<file path="config.mk">
export PLATFORM = sky130hd
export DESIGN_NAME = csr_file_m
export DESIGN_NICKNAME = d
export VERILOG_FILES = /design/src/rtl/csr_pkg.sv /design/src/rtl/csr_counter64.sv /design/src/rtl/csr_file_m.sv
export SDC_FILE = /design/constraint.sdc
export NUM_CORES = 1
export LEC_CHECK = 0
export ABC_AREA = 1
export CAP_MARGIN = 20
export CORE_MARGIN = 4
export CORE_UTILIZATION = 54
export CTS_BUF_LIST = sky130_fd_sc_hd__clkbuf_4
export CTS_CLUSTER_SIZE = 40
export DETAILED_ROUTE_END_ITERATION = 7
export PLACE_DENSITY = 0.81
export REMOVE_ABC_BUFFERS = 1
export SLEW_MARGIN = 20
export SYNTH_ARGS = -nofsm -noshare
export SYNTH_HDL_FRONTEND = slang
export SYNTH_SLANG_ARGS = --single-unit
</file>
<file path="constraint.sdc">
create_clock -name clk -period 3.15 [get_ports clk]
set_clock_uncertainty 0.2 [all_clocks]
set_input_delay 0.7875 -clock clk [delete_from_list [all_inputs] [get_ports clk]]
set_output_delay 0.7875 -clock clk [all_outputs]
set_load 0.02 [all_outputs]
</file>
<file path="src/rtl/csr_pkg.sv">
// Shared definitions for csr_file_m: CSR addresses, WARL write masks,
// operation encoding, interrupt causes and mstatus bit positions.
package csr_pkg;

    typedef enum logic [1:0] {
        CSR_NONE = 2'b00,
        CSR_RW   = 2'b01,
        CSR_RS   = 2'b10,
        CSR_RC   = 2'b11
    } csr_op_e;

    localparam logic [11:0] CSR_MSTATUS       = 12'h300;
    localparam logic [11:0] CSR_MIE           = 12'h304;
    localparam logic [11:0] CSR_MTVEC         = 12'h305;
    localparam logic [11:0] CSR_MCOUNTINHIBIT = 12'h320;
    localparam logic [11:0] CSR_MSCRATCH      = 12'h340;
    localparam logic [11:0] CSR_MEPC          = 12'h341;
    localparam logic [11:0] CSR_MCAUSE        = 12'h342;
    localparam logic [11:0] CSR_MIP           = 12'h344;
    localparam logic [11:0] CSR_MCYCLE        = 12'hB00;
    localparam logic [11:0] CSR_MINSTRET      = 12'hB02;
    localparam logic [11:0] CSR_MHPMCOUNTER3  = 12'hB03;
    localparam logic [11:0] CSR_MCYCLEH       = 12'hB80;
    localparam logic [11:0] CSR_MINSTRETH     = 12'hB82;
    localparam logic [11:0] CSR_MHPMCOUNTER3H = 12'hB83;
    localparam logic [11:0] CSR_CYCLE         = 12'hC00;
    localparam logic [11:0] CSR_INSTRET       = 12'hC02;
    localparam logic [11:0] CSR_CYCLEH        = 12'hC80;
    localparam logic [11:0] CSR_INSTRETH      = 12'hC82;
    localparam logic [11:0] CSR_MHARTID       = 12'hF14;

    localparam logic [31:0] MSTATUS_WMASK   = 32'h0000_0088;
    localparam logic [31:0] MSTATUS_MPP     = 32'h0000_1800;
    localparam logic [31:0] MIE_WMASK       = 32'h0000_0888;
    localparam logic [31:0] MCOUNTINH_WMASK = 32'h0000_0005;

    localparam int MSTATUS_MIE_BIT  = 3;
    localparam int MSTATUS_MPIE_BIT = 7;

    localparam logic [31:0] CAUSE_MEI = 32'h8000_000B;
    localparam logic [31:0] CAUSE_MSI = 32'h8000_0003;
    localparam logic [31:0] CAUSE_MTI = 32'h8000_0007;

    function automatic logic [31:0] csr_rmw(input csr_op_e op, input logic [31:0] old_v,
                                            input logic [31:0] wdata);
        case (op)
            CSR_RW:  return wdata;
            CSR_RS:  return old_v | wdata;
            CSR_RC:  return old_v & ~wdata;
            default: return old_v;
        endcase
    endfunction

endpackage

</file>
<file path="src/rtl/csr_counter64.sv">
// 64-bit event counter split into two 32-bit halves; a write to one half
// overrides only that half's update, the other half still takes the carry.
module csr_counter64 (
    input  logic        clk,
    input  logic        rst,
    input  logic        inc_i,
    input  logic        inhibit_i,
    input  logic        wr_lo_i,
    input  logic        wr_hi_i,
    input  logic [31:0] wdata_i,
    output logic [63:0] count_o
);

    logic [31:0] lo_q, lo_d, hi_q, hi_d;
    logic        step, carry;

    always_comb begin
        step  = inc_i & ~inhibit_i;
        carry = step & (lo_q == 32'hFFFF_FFFF);
        lo_d  = wr_lo_i ? wdata_i : lo_q + {31'b0, step};
        hi_d  = wr_hi_i ? wdata_i : hi_q + {31'b0, carry};
    end

    // NOTE: non-blocking assignments so both halves sample pre-edge values.
    always_ff @(posedge clk or negedge rst) begin
        if (!rst) begin
            lo_q <= '0;
            hi_q <= '0;
        end else begin
            lo_q <= lo_d;
            hi_q <= hi_d;
        end
    end

    assign count_o = {hi_q, lo_q};

endmodule

</file>
<file path="src/rtl/csr_file_m.sv">
// Machine-mode CSR file: atomic CSRRW/RS/RC, WARL masking, trap/mret stacking,
// 64-bit counters and a registered interrupt request. Optional HPM counters: CSR_HPM_COUNTER_EN.
module csr_file_m
    import csr_pkg::*;
#(
    parameter int          XLEN      = 32,
    parameter logic [31:0] MTVEC_RST = 32'h0000_0000,
    parameter logic [31:0] MHARTID   = 32'h0000_0000,
    parameter int          NUM_HPM   = 2
) (
    input  logic              clk,
    input  logic              rst,
    input  logic [1:0]        csr_op_i,
    input  logic [11:0]       csr_addr_i,
    input  logic [XLEN-1:0]   csr_wdata_i,
    output logic [XLEN-1:0]   csr_rdata_o,
    output logic              csr_illegal_o,
    input  logic              retire_i,
    input  logic              trap_i,
    input  logic [XLEN-1:0]   trap_cause_i,
    input  logic [XLEN-1:0]   trap_epc_i,
    input  logic              mret_i,
    input  logic              irq_ext_i,
    input  logic              irq_timer_i,
    input  logic              irq_soft_i,
    input  logic [NUM_HPM-1:0] hpm_event_i,
    output logic [XLEN-1:0]   mtvec_o,
    output logic [XLEN-1:0]   mepc_o,
    output logic [XLEN-1:0]   mstatus_o,
    output logic              irq_req_o,
    output logic [XLEN-1:0]   irq_cause_o
);

    csr_op_e         op;
    logic [XLEN-1:0] mstatus_q, mstatus_d, mie_q, mie_d, mtvec_q, mtvec_d;
    logic [XLEN-1:0] mepc_q, mepc_d, mcause_q, mcause_d, mscratch_q, mscratch_d;
    logic [XLEN-1:0] mcountinh_q, mcountinh_d, irq_cause_q, irq_cause_d;
    logic            irq_req_q, irq_req_d;
    logic [XLEN-1:0] mip, pend, rdata, wnew, hpm_rdata;
    logic [63:0]     mcycle, minstret;
    logic [4:0]      hpm_idx;
    logic            known, read_only, wants_write, illegal, do_write, hpm_slot, sys_free;

    assign op      = csr_op_e'(csr_op_i);
    assign hpm_idx = csr_addr_i[4:0];

`ifdef CSR_HPM_COUNTER_EN
    localparam bit          HPM_EN    = 1'b1;
    localparam logic [31:0] MCIH_MASK = MCOUNTINH_WMASK | (32'((1 << NUM_HPM) - 1) << 3);
    logic [63:0] hpm_cnt [NUM_HPM];

    for (genvar gi = 0; gi < NUM_HPM; gi++) begin : g_hpm
        csr_counter64 u_hpm (
            .clk      (clk),
            .rst      (rst),
            .inc_i    (hpm_event_i[gi]),
            .inhibit_i(mcountinh_q[3+gi]),
            .wr_lo_i  (do_write && (csr_addr_i == CSR_MHPMCOUNTER3 + 12'(gi))),
            .wr_hi_i  (do_write && (csr_addr_i == CSR_MHPMCOUNTER3H + 12'(gi))),
            .wdata_i  (wnew),
            .count_o  (hpm_cnt[gi])
        );
    end

    always_comb begin
        hpm_rdata = '0;
        for (int i = 0; i < NUM_HPM; i++)
            if (hpm_idx == 5'(3 + i))
                hpm_rdata = csr_addr_i[7] ? hpm_cnt[i][63:32] : hpm_cnt[i][31:0];
    end
`else
    localparam bit          HPM_EN    = 1'b0;
    localparam logic [31:0] MCIH_MASK = MCOUNTINH_WMASK;
    logic unused_hpm;
    assign unused_hpm = ^hpm_event_i;
    assign hpm_rdata  = '0;
`endif

    always_comb begin
        mip     = '0;
        mip[11] = irq_ext_i;
        mip[7]  = irq_timer_i;
        mip[3]  = irq_soft_i;
    end

    // The whole 0xB00/0xB80/0xC00/0xC80 blocks above index 2 belong to the HPM range.
    assign hpm_slot = (csr_addr_i[11:5] inside {7'h58, 7'h5C, 7'h60, 7'h64}) && (hpm_idx >= 5'd3);

    // NOTE: every output of this block gets a default first, so no path infers a latch.
    always_comb begin
        rdata     = '0;
        known     = 1'b1;
        read_only = 1'b0;
        case (csr_addr_i)
            CSR_MSTATUS:       rdata = mstatus_q;
            CSR_MIE:           rdata = mie_q;
            CSR_MTVEC:         rdata = mtvec_q;
            CSR_MCOUNTINHIBIT: rdata = mcountinh_q;
            CSR_MSCRATCH:      rdata = mscratch_q;
            CSR_MEPC:          rdata = mepc_q;
            CSR_MCAUSE:        rdata = mcause_q;
            CSR_MCYCLE:        rdata = mcycle[31:0];
            CSR_MCYCLEH:       rdata = mcycle[63:32];
            CSR_MINSTRET:      rdata = minstret[31:0];
            CSR_MINSTRETH:     rdata = minstret[63:32];
            CSR_MIP:      begin rdata = mip;             read_only = 1'b1; end
            CSR_CYCLE:    begin rdata = mcycle[31:0];    read_only = 1'b1; end
            CSR_CYCLEH:   begin rdata = mcycle[63:32];   read_only = 1'b1; end
            CSR_INSTRET:  begin rdata = minstret[31:0];  read_only = 1'b1; end
            CSR_INSTRETH: begin rdata = minstret[63:32]; read_only = 1'b1; end
            CSR_MHARTID:  begin rdata = MHARTID;         read_only = 1'b1; end
            default: begin
                if (hpm_slot) begin
                    rdata     = hpm_rdata;
                    read_only = HPM_EN & csr_addr_i[10];
                end else begin
                    known = 1'b0;
                end
            end
        endcase

        // RS/RC with a zero mask are pure reads and never count as writes.
        wants_write = (op == CSR_RW) || ((op != CSR_NONE) && (csr_wdata_i != '0));
        illegal     = (op != CSR_NONE) && (!known || (read_only && wants_write));
        do_write    = wants_write && !illegal;
        wnew        = csr_rmw(op, rdata, csr_wdata_i);
    end

    always_comb begin
        mstatus_d   = mstatus_q;
        mie_d       = mie_q;
        mtvec_d     = mtvec_q;
        mepc_d      = mepc_q;
        mcause_d    = mcause_q;
        mscratch_d  = mscratch_q;
        mcountinh_d = mcountinh_q;
        sys_free    = !(trap_i || mret_i);

        if (do_write) begin
            case (csr_addr_i)
                CSR_MSTATUS:       if (sys_free) mstatus_d = (wnew & MSTATUS_WMASK) | MSTATUS_MPP;
                CSR_MIE:           mie_d = wnew & MIE_WMASK;
                CSR_MTVEC:         mtvec_d = {wnew[31:2], wnew[1] ? mtvec_q[1:0] : wnew[1:0]};
                CSR_MEPC:          if (sys_free) mepc_d = {wnew[31:2], 2'b00};
                CSR_MCAUSE:        if (sys_free) mcause_d = wnew;
                CSR_MSCRATCH:      mscratch_d = wnew;
                CSR_MCOUNTINHIBIT: mcountinh_d = wnew & MCIH_MASK;
                default: ;
            endcase
        end

        if (trap_i) begin
            mepc_d                      = trap_epc_i & ~32'h3;
            mcause_d                    = trap_cause_i;
            mstatus_d[MSTATUS_MPIE_BIT] = mstatus_q[MSTATUS_MIE_BIT];
            mstatus_d[MSTATUS_MIE_BIT]  = 1'b0;
        end else if (mret_i) begin
            mstatus_d[MSTATUS_MIE_BIT]  = mstatus_q[MSTATUS_MPIE_BIT];
            mstatus_d[MSTATUS_MPIE_BIT] = 1'b1;
        end

        pend        = mie_q & mip;
        irq_req_d   = mstatus_q[MSTATUS_MIE_BIT] & (|pend);
        irq_cause_d = pend[11] ? CAUSE_MEI :
                      pend[3]  ? CAUSE_MSI :
                      pend[7]  ? CAUSE_MTI : '0;
    end

    always_ff @(posedge clk or negedge rst) begin
        if (!rst) begin
            mstatus_q   <= MSTATUS_MPP;
            mie_q       <= '0;
            mtvec_q     <= MTVEC_RST;
            mepc_q      <= '0;
            mcause_q    <= '0;
            mscratch_q  <= '0;
            mcountinh_q <= '0;
            irq_req_q   <= 1'b0;
            irq_cause_q <= '0;
        end else begin
            mstatus_q   <= mstatus_d;
            mie_q       <= mie_d;
            mtvec_q     <= mtvec_d;
            mepc_q      <= mepc_d;
            mcause_q    <= mcause_d;
            mscratch_q  <= mscratch_d;
            mcountinh_q <= mcountinh_d;
            irq_req_q   <= irq_req_d;
            irq_cause_q <= irq_cause_d;
        end
    end

    csr_counter64 u_mcycle (
        .clk      (clk),
        .rst      (rst),
        .inc_i    (1'b1),
        .inhibit_i(mcountinh_q[0]),
        .wr_lo_i  (do_write && (csr_addr_i == CSR_MCYCLE)),
        .wr_hi_i  (do_write && (csr_addr_i == CSR_MCYCLEH)),
        .wdata_i  (wnew),
        .count_o  (mcycle)
    );

    csr_counter64 u_minstret (
        .clk      (clk),
        .rst      (rst),
        .inc_i    (retire_i),
        .inhibit_i(mcountinh_q[2]),
        .wr_lo_i  (do_write && (csr_addr_i == CSR_MINSTRET)),
        .wr_hi_i  (do_write && (csr_addr_i == CSR_MINSTRETH)),
        .wdata_i  (wnew),
        .count_o  (minstret)
    );

    assign csr_rdata_o   = rdata;
    assign csr_illegal_o = illegal;
    assign mtvec_o       = mtvec_q;
    assign mepc_o        = mepc_q;
    assign mstatus_o     = mstatus_q;
    assign irq_req_o     = irq_req_q;
    assign irq_cause_o   = irq_cause_q;

endmodule

</file>
==> results of run 1 <==
## per-layer routing
layer | GRT overflow | global-route usage (%)
met4 | 6 | 68.91
met3 | 0 | 56.42
met5 | 0 | 31.18
met1 | 1 | 69.69
met2 | 3 | 86.16
## logic make-up after synthesis
group                      share of synthesized area (%)
xor gates and xnor gates                           5.252
AOI/OAI and AO/OA                                  7.596
other                                            0.04330
adders and majority gates                         0.5771
and+or+nand+nor                                    37.96
DFF                                                38.09
buffers and inverters                              10.48
## through the flow
| step | hold WS [ns] | setup slack, ns | utilization, % |
|---|---|---|---|
| 2_1_floorplan | 0.2422 | -1.172 | - |
| 3_3_place_gp | 0.2557 | -1.239 | 72.24 |
| 3_5_place_dp | 0.2661 | -1.264 | 72.24 |
| 4_1_cts | 0.2796 | -0.1943 | 83.89 |
## what timing repair did
item                                    4_1_cts
pin swaps                                   124
endpoints found under the hold margin        54
gates cloned                                 13
endpoints found under the setup margin       64
hold buffers                                  1
buffers inserted                            117
resized for setup                           680
==> summary.txt, run 1 <==
outcome -> aborted with a tool error
last stage the flow got to -> 5_1_grt
Error -> [ERROR GRT-0232] Routing congestion too high. Check the congestion heatmap in the GUI.
end pin of the worst setup path after global-route repair -> csr_rdata_o[23]
clock tree buffer depth -> 3
register area share after synthesis -> 38.09%
placed instance area -> 22850 µm²
number of rows created at floorplan -> 65
post-DP HPWL -> 59990 µm
Chip Width -> 187.2 µm
asr flop ratio synth -> 100.0%
Inst Count DP -> 3461
mean instance size in the synthesized netlist -> 6.831 µm²
most common cell in the netlist -> nand2_1
cell types with the highest counts after synthesis -> nand2_1, nand3_1, dfrtp_1
Yosys cell types -> 43
number of H-tree levels -> 3
pin count of the biggest net entering global routing -> 68
GRT Residual Overflow -> 10
global-route total usage across every layer -> 70.32%
number of CTS-inserted buffers -> 78
total clock sinks -> 264
biggest area consumer among synthesized cells -> dfrtp_1
number of synthesis warnings -> 0
flip-flop cell with the highest count after synthesis -> dfrtp_1
overall die height -> 187.2 µm
number of instances in the synthesized netlist -> 2539
register bit count reported by yosys -> 264
proportion of netlist area held by the largest area contributor -> 38.09%
count of boundary I/O pins -> 282
Post-Syn Area -> 17340 µm²
synth top area cells -> dfrtp_1, nand2_1, nand3_1, nor2_1, o21ai_0
Port Buffers -> 217
Routability Congestion -> 1.032
clock tree root buffer cell -> clkbuf_4
worst_ep kind -> top-level output
starting density of the core -> 54.82%
number of enable-type register cells in the synthesized netlist -> 0
==> inputs of run 2 (changes only) <==
Settings changed: CORE_UTILIZATION 54 to 39, CTS_BUF_LIST sky130_fd_sc_hd__clkbuf_4 to unset, CTS_CLUSTER_SIZE 40 to unset, PLACE_DENSITY 0.81 to unset, PLACE_DENSITY_LB_ADDON set to 0.15.
==> summary.txt, run 2 <==
Total Negative Setup Slacks -> -3.588 ns
Hold Worst Slack -> 0.2764 ns
Inst Count DP -> 3670
Vias per Instance -> 5.330
final critical path time including I/O delays and setup -> 3.343 ns
Worst Path Class, Setup -> input pin to primary output
global-route wire length before repair -> 123400 µm
# Max-Cap Violations -> 0
synth top area cells -> dfrtp_1, nand2_1, nand3_1, nor2_1, o21ai_0
number of cells on the worst hold path -> 2
remaining design rule violation count -> 0
slew at the pin closest to its max-slew limit -> 0.7647 ns
register area share after synthesis -> 38.09%
clock tree buffer depth -> 3
number of rows created at floorplan -> 77
count of boundary I/O pins -> 282
Final Slew Violations -> 0
number of endpoints failing setup at the final stage -> 33
Detailed Route WL -> 85150 µm
Clock power frac -> 43.8%
critical path, cell by cell -> buf_8 -> nor2_4 -> nand2_4 -> buf_6 -> nor2_4 -> buf_6 -> nand2_4 -> inv_4 -> buf_12 -> buf_4 -> nand2_4 -> nand2_4 -> nor2_4 -> nand2_2 -> buf_6
worst slew margin relative to its limit -> 48.37%
total via count in the routed design -> 20319
power density relative to cell area -> 332.6 nW/µm²
switching pwr -> 2620 µW
non-filler instance count after layout -> 3812
number of global-route vias before repair -> 19843
global-route total usage across every layer -> 34.45%
origin of the worst min-delay path -> mscratch_q[31]
LEAKAGE -> 0.01349 µW
Placeable Area -> 44120 µm²
sort of element at the start of the critical path -> input pin
violation count after the first detailed-routing iteration -> 2229
peak ir drop on the vdd network -> 0.0003113 V
Max Freq -> 299.2 MHz
Worst Path Required -> 2.16 ns
mean instance size in the synthesized netlist -> 6.831 µm²
number of enable-type register cells in the synthesized netlist -> 0
final hold violations -> 0
Worst Hold Endpoint -> mscratch_q[31]
register bit count reported by yosys -> 264
setup repair after global routing missed its margin -> true
number of synthesis warnings -> 0
failing checks -> setup timing
Pre-antenna DRT Iters -> 6
Worst-Skew Late Latency -> 0.57 ns
antenna viol nets, final -> 0
clock-pin slew reported for the worst setup and hold paths after clock tree synthesis -> 0.06 ns
biggest area consumer among synthesized cells -> dfrtp_1
R2R depth -> 19
portion of total power attributed to combinational logic -> 16.2%
Syn-to-layout area delta -> 56.67%
internal power contribution -> 6419 µW
number of H-tree levels -> 2
clock tree root buffer cell -> clkbuf_16
number of CTS-inserted buffers -> 35
total clock sinks -> 264
post-DP HPWL -> 62280 µm
proportion of netlist area held by the largest area contributor -> 38.09%
Seq pwr share -> 40.0%
flip-flop cell with the highest count after synthesis -> dfrtp_1
Routability Congestion -> 0.9817
starting density of the core -> 39.31%
Net Sw Frac -> 28.98%
Chip Width -> 218.9 µm
number of instances in the synthesized netlist -> 2539
cell type with the highest occurrence count on the critical path -> nand2_4
capturing element type of the critical path -> primary output
Post-Syn Area -> 17340 µm²
reg-to-reg startpoint -> u_mcycle.lo_q[0]
overall die height -> 218.9 µm
most common cell after layout, fill and taps aside -> nand2_1
crit-path max cell delay -> 0.20 ns
fraction of layout instances using a drive strength above 1 -> 30.60%
GRT Residual Overflow -> 0
pin count of the biggest net entering global routing -> 58
cell types with the highest counts after synthesis -> nand2_1, nand3_1, dfrtp_1
most common cell in the netlist -> nand2_1
Post-layout nets -> 3324
per-cell routed wire length -> 22.34 µm
critical-path maximum fanout -> 6
slowest cell on the critical path -> nor2_4
Port Buffers -> 217
Arr. time, crit path -> 2.36 ns
R2R Path End -> u_mcycle.hi_q[24]
antenna violations before repair -> 1
Worst Slack Setup Final -> -0.1928 ns
full die area -> 47910 µm²
CTS tree -> built
worst setup slack for register-to-register paths -> 0.01 ns
Yosys cell types -> 43
Hold/Removal Path Class -> flip-flop to flip-flop
crit share post-route -> 106.1%
outcome -> finished, violations left
asr flop ratio synth -> 100.0%
commonest non-fill, non-tap cells in the layout -> nand2_1, buf_4, dfrtp_1
## run 2: cell counts after synthesis
No cell type changed its count.
## run 2: cell families (layout without fill, tap and decap cells)
kind of cell               Yosys count  in the layout  synth area share, %
adders and majority gates            8              8               0.5771
xor gates and xnor gates           104            104                5.252
buffers and inverters              396           1018                10.48
other                                2             61              0.04330
DFF                                264            264                38.09
AOI/OAI and AO/OA                  255            255                7.596
and+or+nand+nor                   1510           1510                37.96
## run 2: how the worst max path moves through the flow
| stage | startpoint | end | slack (ns) | cells after the start |
|---|---|---|---|---|
| after CTS | csr_addr_i[2] | csr_rdata_o[24] | -0.17 | 12 |
| final | csr_addr_i[7] | csr_rdata_o[2] | -0.19 | 15 |
| after global placement | csr_addr_i[5] | csr_rdata_o[23] | -1.34 | 12 |
| after floorplan | csr_addr_i[9] | csr_rdata_o[23] | -1.17 | 8 |
| after global routing | csr_addr_i[7] | csr_rdata_o[12] | -0.24 | 15 |
| after detailed placement | retire_i | u_minstret.hi_q[30] | -1.33 | 20 |
## run 2: power by group through the flow
stage          Clock (µW)  Sequential (µW)  Combinational (µW)
2_1_floorplan           0             3710                 455
3_3_place_gp            0             3660                1360
3_5_place_dp            0             3660                1370
4_1_cts              4010             3610                1430
5_1_grt              4140             3620                1560
6_report             3960             3610                1460
## run 2: metal layers
metal,up-vias,global-route usage [%],share of wire [%]
met5,-,0,0
li1,9330,-,-
met4,0,18.47,6.4
met3,241,5.857,8.1
met2,988,56.68,47
met1,9760,43.31,39
## run 2: critical path: cells and delay by family
kind	cells	cell delay (ns)
and+or+nand+nor	8	0.72
buffers and inverters	7	0.83
## run 2: final cells by class
cell class	instances	area, µm²
Fill cell	4063	16950
Multi-Input combinational cell	1937	10810
Timing Repair Buffer	722	6998
Sequential cell	264	6606
Clock buffer	56	1056
Inverter	235	910.9
Tap cell	592	740.7
Clock inverter	4	37.54
Timing Repair inverter	1	7.507
Antenna cell	1	2.502
## run 2: stage by stage
step                area (µm²)  worst slack [ns]  total power, µW  utilization (%)
floorplan                16630            -1.172             4162                -
detailed placement       23270            -1.333             5032            52.74
global route             27170           -0.2387             9319            61.58
finish                   27170           -0.1928             9039            61.58
global placement         23270            -1.337             5019            52.74
CTS                      26330           -0.1718             9044            59.67
## run 2: what timing repair did
item / 4_1_cts / 5_1_grt
gates cloned: 12 / 1
pin swaps: 114 / 97
setup buffers: 48 / 31
gates resized for setup: 646 / 181
hold buffers: 1 / 0
endpoints found under the setup margin: 98 / 78
hold endpoints to repair: 48 / 0
(Power assumes the default switching activity.)
